`src/rtl/ascon_pack.sv`:
```
// Shared Ascon types and constants.
// Holds the 320-bit state layout and the inverse S-box table.
package ascon_pack;

  typedef logic [4:0][63:0] type_state;

  typedef enum logic [1:0] {
    IDLE = 2'd0,
    RUN  = 2'd1,
    DONE = 2'd2
  } fsm_e;

  localparam logic [4:0] INV_SBOX [32] = '{
    5'h14, 5'h1A, 5'h07, 5'h0D, 5'h00, 5'h09, 5'h0E, 5'h12,
    5'h0A, 5'h06, 5'h1D, 5'h01, 5'h19, 5'h15, 5'h13, 5'h1E,
    5'h18, 5'h16, 5'h0B, 5'h11, 5'h03, 5'h05, 5'h1C, 5'h1F,
    5'h17, 5'h1B, 5'h04, 5'h08, 5'h0F, 5'h0C, 5'h10, 5'h02
  };

endpackage

```
`src/rtl/inv_sbox.sv`:
```
// Inverse Ascon S-box, one 5-bit column.
// Pure combinational table lookup.
module inv_sbox
  import ascon_pack::*;
(
  input  logic [4:0] x_i,
  output logic [4:0] y_o
);

  assign y_o = INV_SBOX[x_i];

endmodule

```
`src/rtl/inv_sbox_layer_serial.sv`:
```
// Serial inverse S-box layer over the 320-bit Ascon state.
// Processes COLS_PER_CYCLE columns per cycle, lowest columns first.
module inv_sbox_layer_serial
  import ascon_pack::*;
#(
  parameter int COLS_PER_CYCLE = 4
) (
  input  logic      clock_i,
  input  logic      reset_i,
  input  logic      start_i,
  input  type_state state_i,
  output type_state state_o,
  output logic      busy_o,
  output logic      done_o
);

  localparam int GROUPS = 64 / COLS_PER_CYCLE;
  localparam int CW     = $clog2(GROUPS);

  fsm_e            state_q, state_d;
  logic [CW-1:0]   cnt_q, cnt_d;
  type_state       data_q, data_d;
  logic [4:0]      col_in  [COLS_PER_CYCLE];
  logic [4:0]      col_out [COLS_PER_CYCLE];
  logic            accept;
  logic            last;

  assign accept = (state_q != RUN) && start_i;
  assign last   = (cnt_q == CW'(GROUPS - 1));

  // Column base of the current group.
  function automatic logic [5:0] col_idx(
    input logic [CW-1:0] g,
    input int            k
  );
    return 6'(int'(g) * COLS_PER_CYCLE + k);
  endfunction

  always_comb begin : gather
    for (int k = 0; k < COLS_PER_CYCLE; k++) begin
      col_in[k] = '0;
      for (int w = 0; w < 5; w++)
        col_in[k][4-w] = data_q[w][col_idx(cnt_q, k)];
    end
  end

  for (genvar k = 0; k < COLS_PER_CYCLE; k++) begin : g_sb
    inv_sbox u_sb (
      .x_i (col_in[k]),
      .y_o (col_out[k])
    );
  end

  always_comb begin : datapath
    data_d = data_q;
    cnt_d  = cnt_q;
    if (accept) begin
      data_d = state_i;
      cnt_d  = '0;
    end else if (state_q == RUN) begin
      cnt_d = cnt_q + 1'b1;
      for (int k = 0; k < COLS_PER_CYCLE; k++)
        for (int w = 0; w < 5; w++)
          data_d[w][col_idx(cnt_q, k)] = col_out[k][4-w];
    end
  end

  always_ff @(posedge clock_i) begin
    if (reset_i) begin
      data_q <= '0;
      cnt_q  <= '0;
    end else begin
      data_q <= data_d;
      cnt_q  <= cnt_d;
    end
  end

  always_ff @(posedge clock_i) begin
    if (reset_i) state_q <= IDLE;
    else         state_q <= state_d;
  end

  always_comb begin : next_state
    state_d = state_q;
    unique case (state_q)
      IDLE:    if (start_i) state_d = RUN;
      RUN:     if (last) state_d = DONE;
      DONE:    state_d = start_i ? RUN : IDLE;
      default: state_d = IDLE;
    endcase
  end

  always_comb begin : outputs
    busy_o  = (state_q == RUN);
    done_o  = (state_q == DONE);
    state_o = data_q;
  end

endmodule
```
`config.mk`:
```
export PLATFORM = sky130hd
export DESIGN_NAME = inv_sbox_layer_serial
export DESIGN_NICKNAME = d
export VERILOG_FILES = /design/src/rtl/ascon_pack.sv /design/src/rtl/inv_sbox.sv /design/src/rtl/inv_sbox_layer_serial.sv
export SDC_FILE = /design/constraint.sdc
export NUM_CORES = 1
export LEC_CHECK = 0
export CAP_MARGIN = 20
export CORE_AREA = 2 2 253 255
export DETAILED_ROUTE_END_ITERATION = 16
export DIE_AREA = 0 0 255 257
export GPL_ROUTABILITY_DRIVEN = 0
export GPL_TIMING_DRIVEN = 0
export PLACE_DENSITY = 0.64
export SYNTH_ARGS = -nofsm -noshare
export SYNTH_HDL_FRONTEND = slang
export SYNTH_SLANG_ARGS = --single-unit
```
`constraint.sdc`:
```
create_clock -name clock_i -period 8.4 [get_ports clock_i]
set_input_delay 0.84 -clock clock_i [delete_from_list [all_inputs] [get_ports clock_i]]
set_output_delay 0.84 -clock clock_i [all_outputs]
set_load 0.005 [all_outputs]
```
==> impl_results.md <==
- Status: completed
- Fmax: 0.1793 GHz
- Gr ovfl total: 0
- Syn Nets: 2243
- Register area share after synthesis: 0.3575
- TritonCTS Buffers: 40
- Total wire length: around 120000 um
- Port Buffers: approximately 640
- Mapped Area: 18260 um^2
- Syn Inst Count: 1892
- Worst skew pair latency: 580 ps
- Cell accounting for the most synthesized area: dfxtp_1
- Tmin final: 5576 ps
- Max-slew violation count: 0
- Power Total: ~5.2 mW
- Max-slew headroom: 0.1324
- Distinct cell type count after synthesis: slightly below 80
- Area share of the largest cell type after synthesis: 0.3575
- Grt met3 use: 0.1177
- Clock Skew: between 20 and 30 ps
- Detail Route Antenna Nets: 0
- Die height: between 200 and 300 um
- Share of cells above drive strength 1: 0.1204
- CTS Root Cell: clkbuf_16
- Hold buffers post-CTS: 0
- Hpwl dp: 94240 um
- Initial DRC Count: 3044
- # rows: 92
- Max Root-Sink Buffers: 3
- Core Region: 62740 um^2
- Most common cell after layout, fill and taps aside: clkdlybuf4s50_1
- P_leak: slightly above 9 nW
- CTS tree: done
- Final Cycle Share: 0.6638
- CTS sink cnt: approximately 330
- Global-route wire length before repair: about 170000 um
- Setup violators final: 0
- Fill cells: 6078
- H-Tree Depth: 2
- WP buf/inv: 9
- Setup_tns: 0 ps
- Via count: between 20000 and 25000
- Layout area overhead: 49.98%
- Residual DRC: 0
- Die Wd: 255 um
- First-pass DRT Iterations: 13
- Max-cap viol count: 0
- CP dominant cell by count: buf_6
- Placed cell area: 26060 um^2
- Synth Register Bits: 326
- CP max stage cell: clkbuf_1
- PD cells: 190.6 nW/um^2
- EDFF count, synth: 0
- Initial Util: 0.2910
- Largest net degree at the start of global routing: 14
- Synth Warn #: 0
- Post-Layout Inst Area: 27380 um^2
- Tightest Hold Check Type: flop to flop
- Ys flop type: dfxtp_1
- Most frequent cells in the layout: 644 x clkdlybuf4s50_1, 326 x dfxtp_1, 302 x a22oi_1
- Post-synth ARST share: 0
- Synth top area cells: dfxtp_1 36%, a22oi_1 12%, mux4_2 6.0%
- CP required: 8890 ps
- Post-CTS setup buffer count: 0
- Clock slew at reported path FFs: approximately 70 ps
- Ports: 645
- Die Area: 65540 um^2
- Worst vdd ir: 112.7 uV
- CP top delay family: buffers and inverters
- Vias in the first global route: between 20000 and 25000
- GR met2 Demand/Resource: 0.5620
- CP max stage delay: 1000 ps
- Hold slack: 566.2 ps
- RSZ-0062 raised after global routing: no
- Worst Path Arrival: approximately 6000 ps
- GR Util met1: 0.4493
- GRT Total Usage: 0.3646
- Critical path class: flop to flop
- CP max FO: 10
- Nets: 2950
- Post-Syn Area per Cell: 9.649 um^2
- Most Used Layer, Global Route: met2
- Crit path launch type: flop
- Post-cts repair resize count: 0
- DR WL/cell: 35.90 um
- Final hold viol count: 0
- CP Cell Sequence: buf_4 -> buf_8 -> buf_6 -> buf_6 -> buf_6 -> buf_4 -> inv_1 -> ha_1 -> nand2_1 -> nor2_2 -> nor2_1 -> clkbuf_1 -> clkbuf_1 -> a22oi_1 -> a21oi_1
- Worst-margin pin slew: 1301 ps
- Routed vias/inst: roughly 6.5
- Initial antenna violation count: 13
- Critical path endpoint category: flop
[synthesized netlist by cell type (all sizes together) (5+ instances only)]
cell type    instances
o21ai               45
inv                 14
clkbuf             130
mux2i               43
a21oi              159
a222oi              31
a22oi              304
nor3                15
nor2               122
nand2              108
dfxtp              326
o211ai              41
buf                 78
a221oi               7
mux2                11
o32ai               66
or2                 34
and2                 5
a22o                 8
o22ai               83
dlygate4sd1         13
a32oi               15
xnor2                6
ha                  28
nand4               33
nor2b               12
nand3               18
o311ai              18
mux4                77
[power by group]
group / internal [mW] / total (mW) / switching, mW
combinational: 0.676 / 1.67 / 0.998
sequential: 1.65 / 1.75 / 0.108
clock: 1.03 / 1.79 / 0.757
[sequential cells by signal (all words and copies together) (netlist names)]
signal / count
state_o: 320
cnt_q: 4
state_q: 2
[cell families after synthesis]
group | share of synthesized area
XOR/XNOR | 0.004592
AO/OA/AOI/OAI | 0.3253
AND/OR/NAND/NOR | 0.09081
multiplexers | 0.1337
adder cells (fa/ha/maj) | 0.01919
buffers and inverters | 0.06888
flip-flops | 0.3575
[worst paths after layout]
check / depth (start not counted) / from / endpoint / slack [ps]
hold reg to reg: 2 / state_q[0] / state_q[0] / 570
setup / recovery: 15 / cnt_q[1] / state_o[38] / 2820
setup reg to reg: 15 / cnt_q[1] / state_o[38] / 2820
hold / removal: 2 / state_q[0] / state_q[0] / 570
[worst reg2reg max path: stages (launching register included)]
cell and delay, ps:
dfxtp_1 370, buf_4 220, buf_8 230, buf_6 270, buf_6 330, buf_6 300
buf_4 330, inv_1 140, ha_1 260, nand2_1 210, nor2_2 170, nor2_1 320
clkbuf_1 1000, clkbuf_1 940, a22oi_1 180, a21oi_1 200
[final cells by class]
| type | instances | area [um^2] | area share |
|---|---|---|---|
| Buffer | 221 | 1197 | 0.04373 |
| Clock inverter | 13 | 158.9 | 0.005803 |
| Tap cell | 846 | 1059 | 0.03866 |
| Inverter | 16 | 60.06 | 0.002193 |
| Antenna cell | 5 | 12.51 | 0.0004570 |
| Multi-Input combinational cell | 1329 | 10510 | 0.3838 |
| Sequential cell | 326 | 6526 | 0.2383 |
| Timing Repair Buffer | 665 | 6729 | 0.2457 |
| Clock buffer | 55 | 1129 | 0.04122 |
[per-layer routing]
layer	vias to the layer above	wire length, um
met5	-	80
met4	12	8380
met3	470	15400
met2	1929	54630
met1	11034	46290
li1	8982	-
[metrics by stage]
step           worst slack (ps)  utilization  instances
6_report                   2824       0.4365       3476
5_1_grt                    2878       0.4364       3474
4_1_cts                    3107       0.4359       3469
3_5_place_dp               3123       0.4154       3401
3_3_place_gp               2907       0.4106       3382
2_1_floorplan              4957            -       1892
Power figures use the tool's default switching activity.
